## src/rtl/imem_loader_pkg.sv

```systemverilog
// rtl/imem_loader_pkg.sv - shared types and stream-format constants for the instruction-memory loader
package imem_loader_pkg;

    typedef enum logic [2:0] {
        IDLE,
        LEN_LO,
        LEN_HI,
        DATA,
        CSUM,
        DONE,
        ERR
    } loader_state_t;

    localparam int MEM_DEPTH_DEFAULT = 1024;

    localparam int LEN_BYTES  = 2;
    localparam int WORD_BYTES = 4;
    localparam int CSUM_BYTES = 1;

endpackage

```

## src/rtl/imem_loader_byte_packer.sv

```systemverilog
// rtl/imem_loader_byte_packer.sv - packs an MSB-first byte stream into 32-bit instruction words
module byte_packer
    import imem_loader_pkg::*;
(
    input  logic        clk,
    input  logic        rst_n,
    input  logic        clear,
    input  logic        byte_valid,
    input  logic [7:0]  byte_data,
    output logic [31:0] word,
    output logic        word_ready
);

    localparam logic [1:0] LAST_IDX = 2'(WORD_BYTES - 1);

    // Only the first three bytes need storage; the fourth is taken straight from the input.
    logic [23:0] shift_q;
    logic [1:0]  idx_q;

    assign word       = {shift_q, byte_data};
    assign word_ready = byte_valid && (idx_q == LAST_IDX);

    always_ff @(posedge clk or negedge rst_n) begin
        if (!rst_n) begin
            shift_q <= '0;
            idx_q   <= '0;
        end else if (clear) begin
            shift_q <= '0;
            idx_q   <= '0;
        end else if (byte_valid) begin
            shift_q <= {shift_q[15:0], byte_data};
            idx_q   <= idx_q + 2'd1;
        end
    end

endmodule

```

## src/rtl/imem_loader.sv

```systemverilog
// rtl/imem_loader.sv - loads a checksummed byte-stream image into instruction memory and gates the core
module imem_loader
    import imem_loader_pkg::*;
#(
    parameter int MEM_DEPTH = MEM_DEPTH_DEFAULT,
    parameter int ADDR_W    = $clog2(MEM_DEPTH)
) (
    input  logic              clk,
    input  logic              rst_n,
    input  logic              start,
    input  logic              in_valid,
    input  logic [7:0]        in_data,
    output logic              in_ready,
    output logic              imem_we,
    output logic [ADDR_W-1:0] imem_addr,
    output logic [31:0]       imem_wdata,
    output logic              cpu_hold,
    output logic              done,
    output logic              err
);

    loader_state_t state_q, next_state;

    logic [7:0]    n_lo_q;
    logic [15:0]   n_q;
    logic [ADDR_W:0] word_idx_q;
    logic [7:0]    xor_q;

    logic        accept;
    logic        rearm;
    logic [15:0] len_full;
    logic        oversize;
    logic        last_word;
    logic        csum_ok;
    logic [31:0] packed_word;
    logic        word_ready;

    assign accept    = in_valid && in_ready;
    assign rearm     = start && (state_q == IDLE || state_q == DONE || state_q == ERR);
    assign len_full  = {in_data, n_lo_q};
    assign oversize  = {1'b0, len_full} > 17'(MEM_DEPTH);
    assign last_word = (16'(word_idx_q) + 16'd1) == n_q;
    assign csum_ok   = (in_data == xor_q);

    byte_packer u_packer (
        .clk        (clk),
        .rst_n      (rst_n),
        .clear      (rearm),
        .byte_valid (accept && state_q == DATA),
        .byte_data  (in_data),
        .word       (packed_word),
        .word_ready (word_ready)
    );

    always_comb begin
        next_state = state_q;
        case (state_q)
            IDLE, DONE, ERR: if (start) next_state = LEN_LO;
            LEN_LO:          if (accept) next_state = LEN_HI;
            LEN_HI: begin
                if (accept) begin
                    if (oversize)            next_state = ERR;
                    else if (len_full == '0) next_state = CSUM;
                    else                     next_state = DATA;
                end
            end
            DATA:            if (word_ready && last_word) next_state = CSUM;
            CSUM:            if (accept) next_state = csum_ok ? DONE : ERR;
            default:         next_state = IDLE;
        endcase
    end

    // Handshake and status outputs are registered from next_state so they line up with the state.
    always_ff @(posedge clk or negedge rst_n) begin
        if (!rst_n) begin
            state_q    <= IDLE;
            in_ready   <= 1'b0;
            cpu_hold   <= 1'b1;
            done       <= 1'b0;
            err        <= 1'b0;
            imem_we    <= 1'b0;
            imem_addr  <= '0;
            imem_wdata <= '0;
            n_lo_q     <= '0;
            n_q        <= '0;
            word_idx_q <= '0;
            xor_q      <= '0;
        end else begin
            state_q  <= next_state;
            in_ready <= (next_state == LEN_LO) || (next_state == LEN_HI) ||
                        (next_state == DATA)   || (next_state == CSUM);
            cpu_hold <= (next_state != DONE);
            done     <= (state_q == CSUM) && (next_state == DONE);
            err      <= (next_state == ERR);
            imem_we  <= word_ready;

            if (word_ready) begin
                imem_addr  <= word_idx_q[ADDR_W-1:0];
                imem_wdata <= packed_word;
            end

            if (accept && state_q == LEN_LO) n_lo_q <= in_data;
            if (accept && state_q == LEN_HI) n_q    <= len_full;

            if (rearm)           word_idx_q <= '0;
            else if (word_ready) word_idx_q <= word_idx_q + 1'b1;

            if (rearm)                          xor_q <= '0;
            else if (accept && state_q != CSUM) xor_q <= xor_q ^ in_data;
        end
    end

endmodule

```

## config.mk

```make
export PLATFORM = sky130hd
export DESIGN_NAME = imem_loader
export DESIGN_NICKNAME = d
export VERILOG_FILES = /design/src/rtl/imem_loader_pkg.sv /design/src/rtl/imem_loader_byte_packer.sv /design/src/rtl/imem_loader.sv
export SDC_FILE = /design/constraint.sdc
export NUM_CORES = 1
export LEC_CHECK = 0
export CORE_MARGIN = 5
export CORE_UTILIZATION = 45
export DETAILED_ROUTE_END_ITERATION = 8
export PLACE_DENSITY_LB_ADDON = 0.12
export SLEW_MARGIN = 15
export SYNTH_ARGS = -nofsm -noshare
export SYNTH_HDL_FRONTEND = slang
export SYNTH_HIERARCHICAL = 1
export SYNTH_SLANG_ARGS = --single-unit
```

## constraint.sdc

```tcl
create_clock -name clk -period 3.2 [get_ports clk]
set_clock_uncertainty 0.15 [all_clocks]
set_input_delay 0.64 -clock clk [delete_from_list [all_inputs] [get_ports clk]]
set_output_delay 0.64 -clock clk [all_outputs]
set_load 0.02 [all_outputs]
```

Word-level counts from Yosys, hierarchy flattened
Index checks and enable logic that the tools add are counted.
- logic and storage cells: 73
- flip-flop bits (word level): 119
- magnitude comparators: 1
- equal/unequal tests: 17
- bitwise operators: 1
- reduce and logical (&&, ||, !) cells: 20
- add/sub/neg operators: 3
- mux-type cells: 17
- operators by type and width (operator ; count):
    24-bit 2-to-1 mux ; 2
    11-bit 2-to-1 mux ; 2
    3-bit 2-to-1 mux ; 7
    3-bit equality test (second input constant) ; 6
    12-bit by 16-bit equality test with 1-bit output ; 1
    16-bit by 11-bit > comparator with 1-bit output (second input constant) ; 1
    16-bit zero test ; 1
    8-bit 2-to-1 mux ; 2
    3-bit one-hot mux with 5 select lines ; 1
    11-bit by 1-bit adder with 12-bit output (second input constant) ; 1
    3-bit by 2-bit equality test with 1-bit output (second input constant) ; 4
    11-bit by 1-bit adder with 11-bit output (second input constant) ; 1
    1-bit logical AND ; 9
    8-bit equality test ; 1
    8-bit XOR ; 1
    3-bit by 1-bit equality test with 1-bit output (second input constant) ; 2
    2-bit 2-to-1 mux ; 3
    3-bit != test (second input constant) ; 2
    2-bit nonzero test ; 3
    1-bit logical OR ; 5
    3-bit zero test ; 1
    3-bit OR reduction ; 1
    2-bit by 1-bit adder with 2-bit output (second input constant) ; 1
    2-bit equality test (second input constant) ; 1

Longest topological paths before layout
- depth after elaboration: 10
- gate-level depth with buffers: 11
- depth with buffers taken out: 9

By module
Netlist, hierarchy kept.
- by module, submodules not included (module ; sequential area each (µm²) ; times used ; area an instance (µm²) ; cells each):
    imem_loader ; 2328.5 ; 1 ; 4362.9 ; 387
    byte_packer ; 650.6 ; 1 ; 1153.6 ; 94

Worst setup path after synthesis
No wires, ideal clock.
- path kind: input port to flip-flop
- from: input port in_valid
- to: register imem_wdata[21]
- setup time: 125 ps
- data required time: 2925 ps
- cell stages on the path: 8
- path slack: 521 ps
- arrival time: 2404 ps
- buffers on the path: 4
- path through: nand2_1 nor2_1 buf_6 buf_12 and2_1 clkbuf_1 buf_1 mux2_2
- longest elaborated chain between the ends: 3
- ends and longest elaborated chain (item ; line ; RTL):
    from (decl) ; imem_loader.sv:11 ; input logic in_valid,
    1-bit logical AND ; imem_loader.sv:38 ; assign accept = in_valid && in_ready;
    1-bit logical AND ; imem_loader.sv:49 ; .byte_valid (accept && state_q == DATA),
    1-bit logical AND ; imem_loader_byte_packer.sv:21 ; assign word_ready = byte_valid && (idx_q == LAST_IDX);
    net word_ready ; imem_loader.sv:36 ; logic word_ready;
    to (signal assigned) ; imem_loader.sv:99 ; imem_wdata <= packed_word;
    to (decl) ; imem_loader.sv:16 ; output logic [31:0] imem_wdata,
The timed path passes the listed nets, and every way through them passes these cells.
A chain may end at the register's enable or synchronous reset.

Worst setup path after layout
- from: input port in_valid
- to: register state_q[0]
- longest elaborated chain between the ends: 6
- elaborated cells between the ends (all ways): 9
- classes of those cells: mux: 5; reduce/logical: 4
- ends and longest elaborated chain (item ; line ; RTL):
    1-bit logical AND ; imem_loader.sv:38 ;
    1-bit logical AND ; imem_loader.sv:49 ;
    1-bit logical AND ; imem_loader_byte_packer.sv:21 ;
    net word_ready ; imem_loader.sv:36 ;
    1-bit logical AND ; imem_loader.sv:67 ; DATA: if (word_ready && last_word) next_state = CSUM;
    3-bit 2-to-1 mux ; imem_loader.sv:67 ;
    3-bit one-hot mux with 5 select lines ; imem_loader.sv:57 ; case (state_q)
    net next_state[0] ; imem_loader.sv:22 ; loader_state_t state_q, next_state;
    to (signal assigned) ; imem_loader.sv:89 ; state_q <= next_state;
    to (decl) ; imem_loader.sv:22 ;
The timed path passes the listed nets, and every way through them passes these cells.

==> impl_metrics.csv <==
group,metric,value,unit
run_status,status,"finished clean",
synthesis,netlist.area_leader.share,0.535,
critical_path,path_cells,"clkdlybuf4s50_1 -> nand2_1 -> nor2_4 -> and2_2 -> nand4_1 -> a2111oi_0 -> nor4b_2 -> o21ai_1",
synthesis,synth_seq_cells,119,
global_routing,grt_use_met1,0.218,
critical_path,required,3.33,ns
synthesis,syn_inst,481,
synthesis,synth_top_cells_by_area,"dfrtp_1 54%, mux2_2 10%, mux2i_1 4.9%",
synthesis,synth_edf_count,0,
synthesis,ys.flop_type,"dfrtp_1",
critical_path,end_kind,"flop",
placement,placed_cell_area,0.00623,mm²
timing,setup_violations,0,
critical_path,criticalPathCategory,"in -> reg",
floorplan,fp-row-count,40,
clocking,cts_setup_buffers,0,
clocking,clkSlewWorstSetupHoldPaths,0.05,ns
placement,port_buffers,58,
critical_path,worst_path_max_delay_cell,"clkdlybuf4s50_1",
global_routing,grt_pass1_vias,3870,
clocking,cts.htree.levels,4,
floorplan,core_region_area,0.0120,mm²
clocking,clock-sinks,119,
global_routing,grt_pass1_wl,19600,µm
global_routing,grt-ovfl-total,0,
clocking,cts_buffers,17,
timing,min_period_over_period,0.807,
placement,dpl.hpwl,7980,µm
route,dr_total_vias,3639,
global_routing,grt_util_met2,0.273,
floorplan,die_y,121,µm
finish,drive_gt1_frac,0.207,
route,via_per_inst,5.18,
floorplan,die_w,121,µm
clocking,cts_tree,"built",
synthesis,synthDistinctLibCells,57,
synthesis,synth_top_area_cell,"dfrtp_1",
finish,fillCellCount,1012,
critical_path,crit_arrival,2.71,ns
route,first_iter_violations,216,
hold_path,min_path_type,"in -> async",
clocking,root_buffer,"clkbuf_16",
power_and_ir_drop,p_seq_frac,0.381,
synthesis,syn_area,0.00552,mm²
global_routing,grt_max_degree,50,
synthesis,syn-num-nets,495,
route,first_pass_iters,4,
critical_path,crit_path_start_kind,"input port",
power_and_ir_drop,switching_power,1.71,mW
power_and_ir_drop,comb_power_share,0.290,
clocking,hold_buffers,0,
global_routing,grt_util_met3,0.0514,
finish,mostFrequentLayoutCells,"118 x dfrtp_1, 67 x nand2_1, 57 x clkdlybuf4s50_1, 53 x nor2_1, 50 x mux2_2",
power_and_ir_drop,swShare,0.301,
power_and_ir_drop,peakVddDrop,0.000527,V
timing,max_slew_margin,0.550,
route,antenna_left,0,
power_and_ir_drop,p_int,3.97,mW
power_and_ir_drop,p_leak,3.05,nW
finish,final_common_cell,"dfrtp_1",
flow_run,max_cap_violations,0,
power_and_ir_drop,clockPowerShare,0.329,
timing,slew_viol_final,0,
placement,gp_congestion,0.831,
synthesis,ys_seq_area_frac,0.540,
finish,fin_nets,559,
synthesis,avgSynthCellArea,11.5,µm²
route,wire_per_inst,16.6,µm
synthesis,ys_warn_count,6,
finish,design_area,0.00681,mm²
global_routing,grtUsageTotal,0.172,
route,drt-total-wl,11700,µm
critical_path,crit_fanout,4,
finish,area_growth,23.5,%
floorplan,io-pin-count,59,
floorplan,initial_core_util,0.459,
timing,fin_setup_tns,0,ns
clocking,clk_latency,0.40,ns
floorplan,die_area,0.0146,mm²
timing,rsz0062_at_grt,"false",
finish,n_antenna_cell,0,
timing,hold_viol,0,
timing,tightest_slew,0.675,ns
timing,fmax,387,MHz
global_routing,antenna_found_initial,0,
clocking,cts_resized,0,
critical_path,cpPeakStageDelay,0.49,ns
global_routing,grt.busiest_layer,"met2",
timing,period_needed,2.58,ns
power_and_ir_drop,p_per_area,833,mW/mm²
synthesis,synthArstFlopShare,1.00,
clocking,cts_buffer_depth,2,
route,route.detailed.drc,0,
## path summary, 6_finish.rpt
kind / from / endpoint / slack, ns / depth (start not counted)
max reg2reg: word_idx_q[0]$_DFFE_PN0P_ / state_q[0]$_DFF_PN0_ / 0.67 / 6
max in group asynchronous: rst_n / cpu_hold$_DFF_PN1_ / 2.02 / 2
min in group clk: n_q[14]$_DFFE_PN0P_ / n_q[14]$_DFFE_PN0P_ / 0.33 / 2
max: in_valid / state_q[0]$_DFF_PN0_ / 0.62 / 8
min: rst_n / imem_addr[6]$_DFFE_PN0P_ / 0.12 / 1
min reg2reg: n_q[14]$_DFFE_PN0P_ / n_q[14]$_DFFE_PN0P_ / 0.33 / 2
## power groups by stage
stage               Combinational (mW)  Sequential [mW]  Clock (mW)
finish                            1.65             2.16        1.87
global route                      1.78             2.22        1.98
CTS                               1.68             2.17        1.91
detailed placement                1.66             2.19           0
global placement                  1.65             2.18           0
floorplan                        0.746             2.40           0
## worst max-delay path, delay by kind of cell
| kind | cells | cell delay [ns] |
|---|---|---|
| buffers and inverters | 1 | 0.49 |
| AND/OR/NAND/NOR | 5 | 0.99 |
| AO/OA/AOI/OAI | 2 | 0.58 |
## area by class of cell
type	instances	area, µm²	area share
inverter	2	7.51	0.00110
sequential	119	2980	0.437
timing repair buffer	78	741	0.109
multi-input combinational	327	2320	0.340
clock inverter	7	95.1	0.0140
clock buffer	23	488	0.0716
tap	147	184	0.0270
## cell usage after synthesis (5+ instances only)
| cell | n |
|---|---|
| mux2_2 | 50 |
| dfrtp_1 | 118 |
| nor2_1 | 55 |
| buf_2 | 5 |
| mux2i_1 | 27 |
| nand3_1 | 6 |
| clkbuf_1 | 11 |
| xnor2_1 | 24 |
| nand2_1 | 67 |
| nand4_1 | 5 |
| nor4_1 | 5 |
| buf_4 | 11 |
| nor2b_1 | 5 |
| a21oi_1 | 5 |
| xor2_1 | 18 |
## cell families after synthesis
kind of cell	count (synthesis)	share of synthesized area
adder cells (fa/ha/maj)	2	0.00454
AND/OR/NAND/NOR	175	0.151
AO/OA/AOI/OAI	31	0.0440
multiplexers	77	0.151
flip-flops	119	0.540
buffers and inverters	35	0.0424
XOR/XNOR	42	0.0667
## registers in the layout, indices dropped and copies added (netlist names)
name              count
state_q               3
imem_addr            10
in_ready              1
err                   1
done                  1
word_idx_q           11
n_lo_q                8
n_q                  16
u_packer/shift_q     24
xor_q                 8
imem_wdata           32
imem_we               1
u_packer/idx_q        2
cpu_hold              1
## metal layers
| metal | vias to the layer above | wire (µm) |
|---|---|---|
| met5 | - | 0 |
| met4 | 0 | 210 |
| met3 | 15 | 390 |
| met2 | 61 | 5600 |
| met1 | 1801 | 5460 |
| li1 | 1762 | - |
## stage by stage
stage / setup WS (ns) / instances / power [mW] / hold slack (ns) / utilization
floorplan: 0.521 / 481 / 3.14 / 0.194 / -
global placement: 0.297 / 673 / 3.83 / 0.311 / 0.519
detailed placement: 0.217 / 673 / 3.85 / 0.319 / 0.519
CTS: 0.633 / 703 / 5.75 / 0.139 / 0.567
global route: 0.406 / 703 / 5.98 / 0.157 / 0.567
finish: 0.617 / 703 / 5.67 / 0.117 / 0.567
Note: power is estimated with default switching activity, not from simulation.
==> edit, RTL diff (config.mk and constraints unchanged) <==
The 7 states of `loader_state_t` get a one-hot encoding in 7 bits.
--- a/src/rtl/imem_loader_pkg.sv
+++ b/src/rtl/imem_loader_pkg.sv
@@ -3,10 +3,10 @@
 
-    typedef enum logic [2:0] {
-        IDLE,
-        LEN_LO,
-        LEN_HI,
-        DATA,
-        CSUM,
-        DONE,
-        ERR
+    typedef enum logic [6:0] {
+        IDLE   = 7'b0000001,
+        LEN_LO = 7'b0000010,
+        LEN_HI = 7'b0000100,
+        DATA   = 7'b0001000,
+        CSUM   = 7'b0010000,
+        DONE   = 7'b0100000,
+        ERR    = 7'b1000000
     } loader_state_t;
Check against the original RTL: no difference found for any inputs over 10 cycles, from zero or initial values and one cycle with rst_n low; not proved beyond that.
==> edit against the original RTL <==
- sequential cell count is 4 higher
- worst setup slack worse by 54 ps
- design area is 1.7% higher
- via count is 1.3% higher
- routed wire length is 2.8% higher
- synthesized area is 1.8% higher
- critical endpoint is now word_idx_q[7]$_DFFE_PN0P_
- largest cell class unchanged
Power is not compared: it rests on default switching activity, and its combinational part moved more than twofold at a synthesized area within 25%.
==> edit: results (changes against the original RTL) <==
[metrics] ratio of cells with drive above 1 in the final layout: 22.4% (+1.7 points)
[metrics] number of instances in the placed design: 674 (+0.15%)
[metrics] pin count of the biggest net entering global routing: 52 (+4.0%)
[metrics] clock net sink count: 123 (+3.4%)
[metrics] fraction of the mapped netlist area in adder cells: 0.445% (-0.0082 points)
[metrics] sequential cell area fraction in the yosys report: 54.8% (+0.83 points)
[metrics] cell at the slowest stage of the critical path: nor3_2
[metrics] multi-input combinational gate total: 310 (-5.2%)
[metrics] Repair and plain buffers: 70 (-10%)
[metrics] length in cells of the worst reg-to-reg path: 8 (+2)
[metrics] Signal buf overhead: 10.0% (-0.87 points)
[metrics] cell types occupying the most area after synthesis: dfrtp_1 54%, mux2_2 13%, mux2i_1 4.8%, xor2_1 4.1%, nor2_1 3.5%
[metrics] placed wire-length estimate after detailed placement: 8.04 mm (+0.78%)
[metrics] inverters: 3 (+1)
[metrics] Placed Area: 0.00632 mm^2 (+1.4%)
[metrics] floorplan die width: 122 um (+0.84%)
[metrics] area fraction of the dominant cell type after synthesis: 53.9% (+0.37 points)
[metrics] run status: finished, final reports clean
[metrics] largest fanout on the critical path: 51 (+47)
[metrics] Post-Synthesis Net Count: 480 (-3.0%)
[metrics] routed len/inst: 17.0 um (+2.6%)
[metrics] final design instance area without fill: 0.00693 mm^2 (+1.7%)
[metrics] Overall Global Routing Usage: 17.4% (+0.25 points)
[metrics] xor-xnor portion of the synthesized cell area: 6.08% (-0.59 points)
[metrics] sequential cell area share: 44.5% (+0.74 points)
[metrics] multi-input logic portion of the cell area: 33.6% (-0.48 points)
[metrics] average vias per placed instance: 5.23 (+1.1%)
[metrics] data arrival time of the critical path: 2820 ps (+110 ps)
[metrics] via count of the first global-routing pass: 3,853 (-0.44%)
[metrics] WHS: 53.1 ps (-63.6 ps)
[metrics] multiplexer share of the synthesized area: 18.0% (+2.9 points)
[metrics] Post-layout nets: 539 (-3.6%)
[metrics] wire length of the first global-routing pass: 20.0 mm (+2.3%)
edit: changes by cell type after synthesis, sizes merged, moves of 3 or more:
cell | before | now
nand2 | 67 | 26
mux2 | 50 | 66
xor2 | 18 | 26
xnor2 | 24 | 13
clkbuf | 11 | 7
dfrtp | 118 | 121
and3 | 4 | 1
o21ai | 6 | 12
or3 | 1 | 6
a2111oi | 3 | 0
nor4 | 5 | 9
nor3 | 6 | 9
o211ai | 4 | 1
edit: cells by family after synthesis:
family,Yosys count
mux,93
buf+inv,33
xor+xnor,39
simple gates,141
compound gates,35
fa+ha+maj,2
flops,123
edit: metal layers:
metal  track usage, %  share of wire, %  vias to the layer above
li1                 -                 -                     1748
met1             22.8                47                     1853
met2             27.1                47                       69
met3             6.08               4.7                       15
met4             5.67               1.3                        0
met5                0                 0                        -
edit: power breakdown:
group	total, W	switching [W]	internal (W)
clock network	0.00198	0.000646	0.00133
logic	0.000548	0.000315	0.000233
registers	0.00180	0.000117	0.00169
total	0.00433	0.00108	0.00325
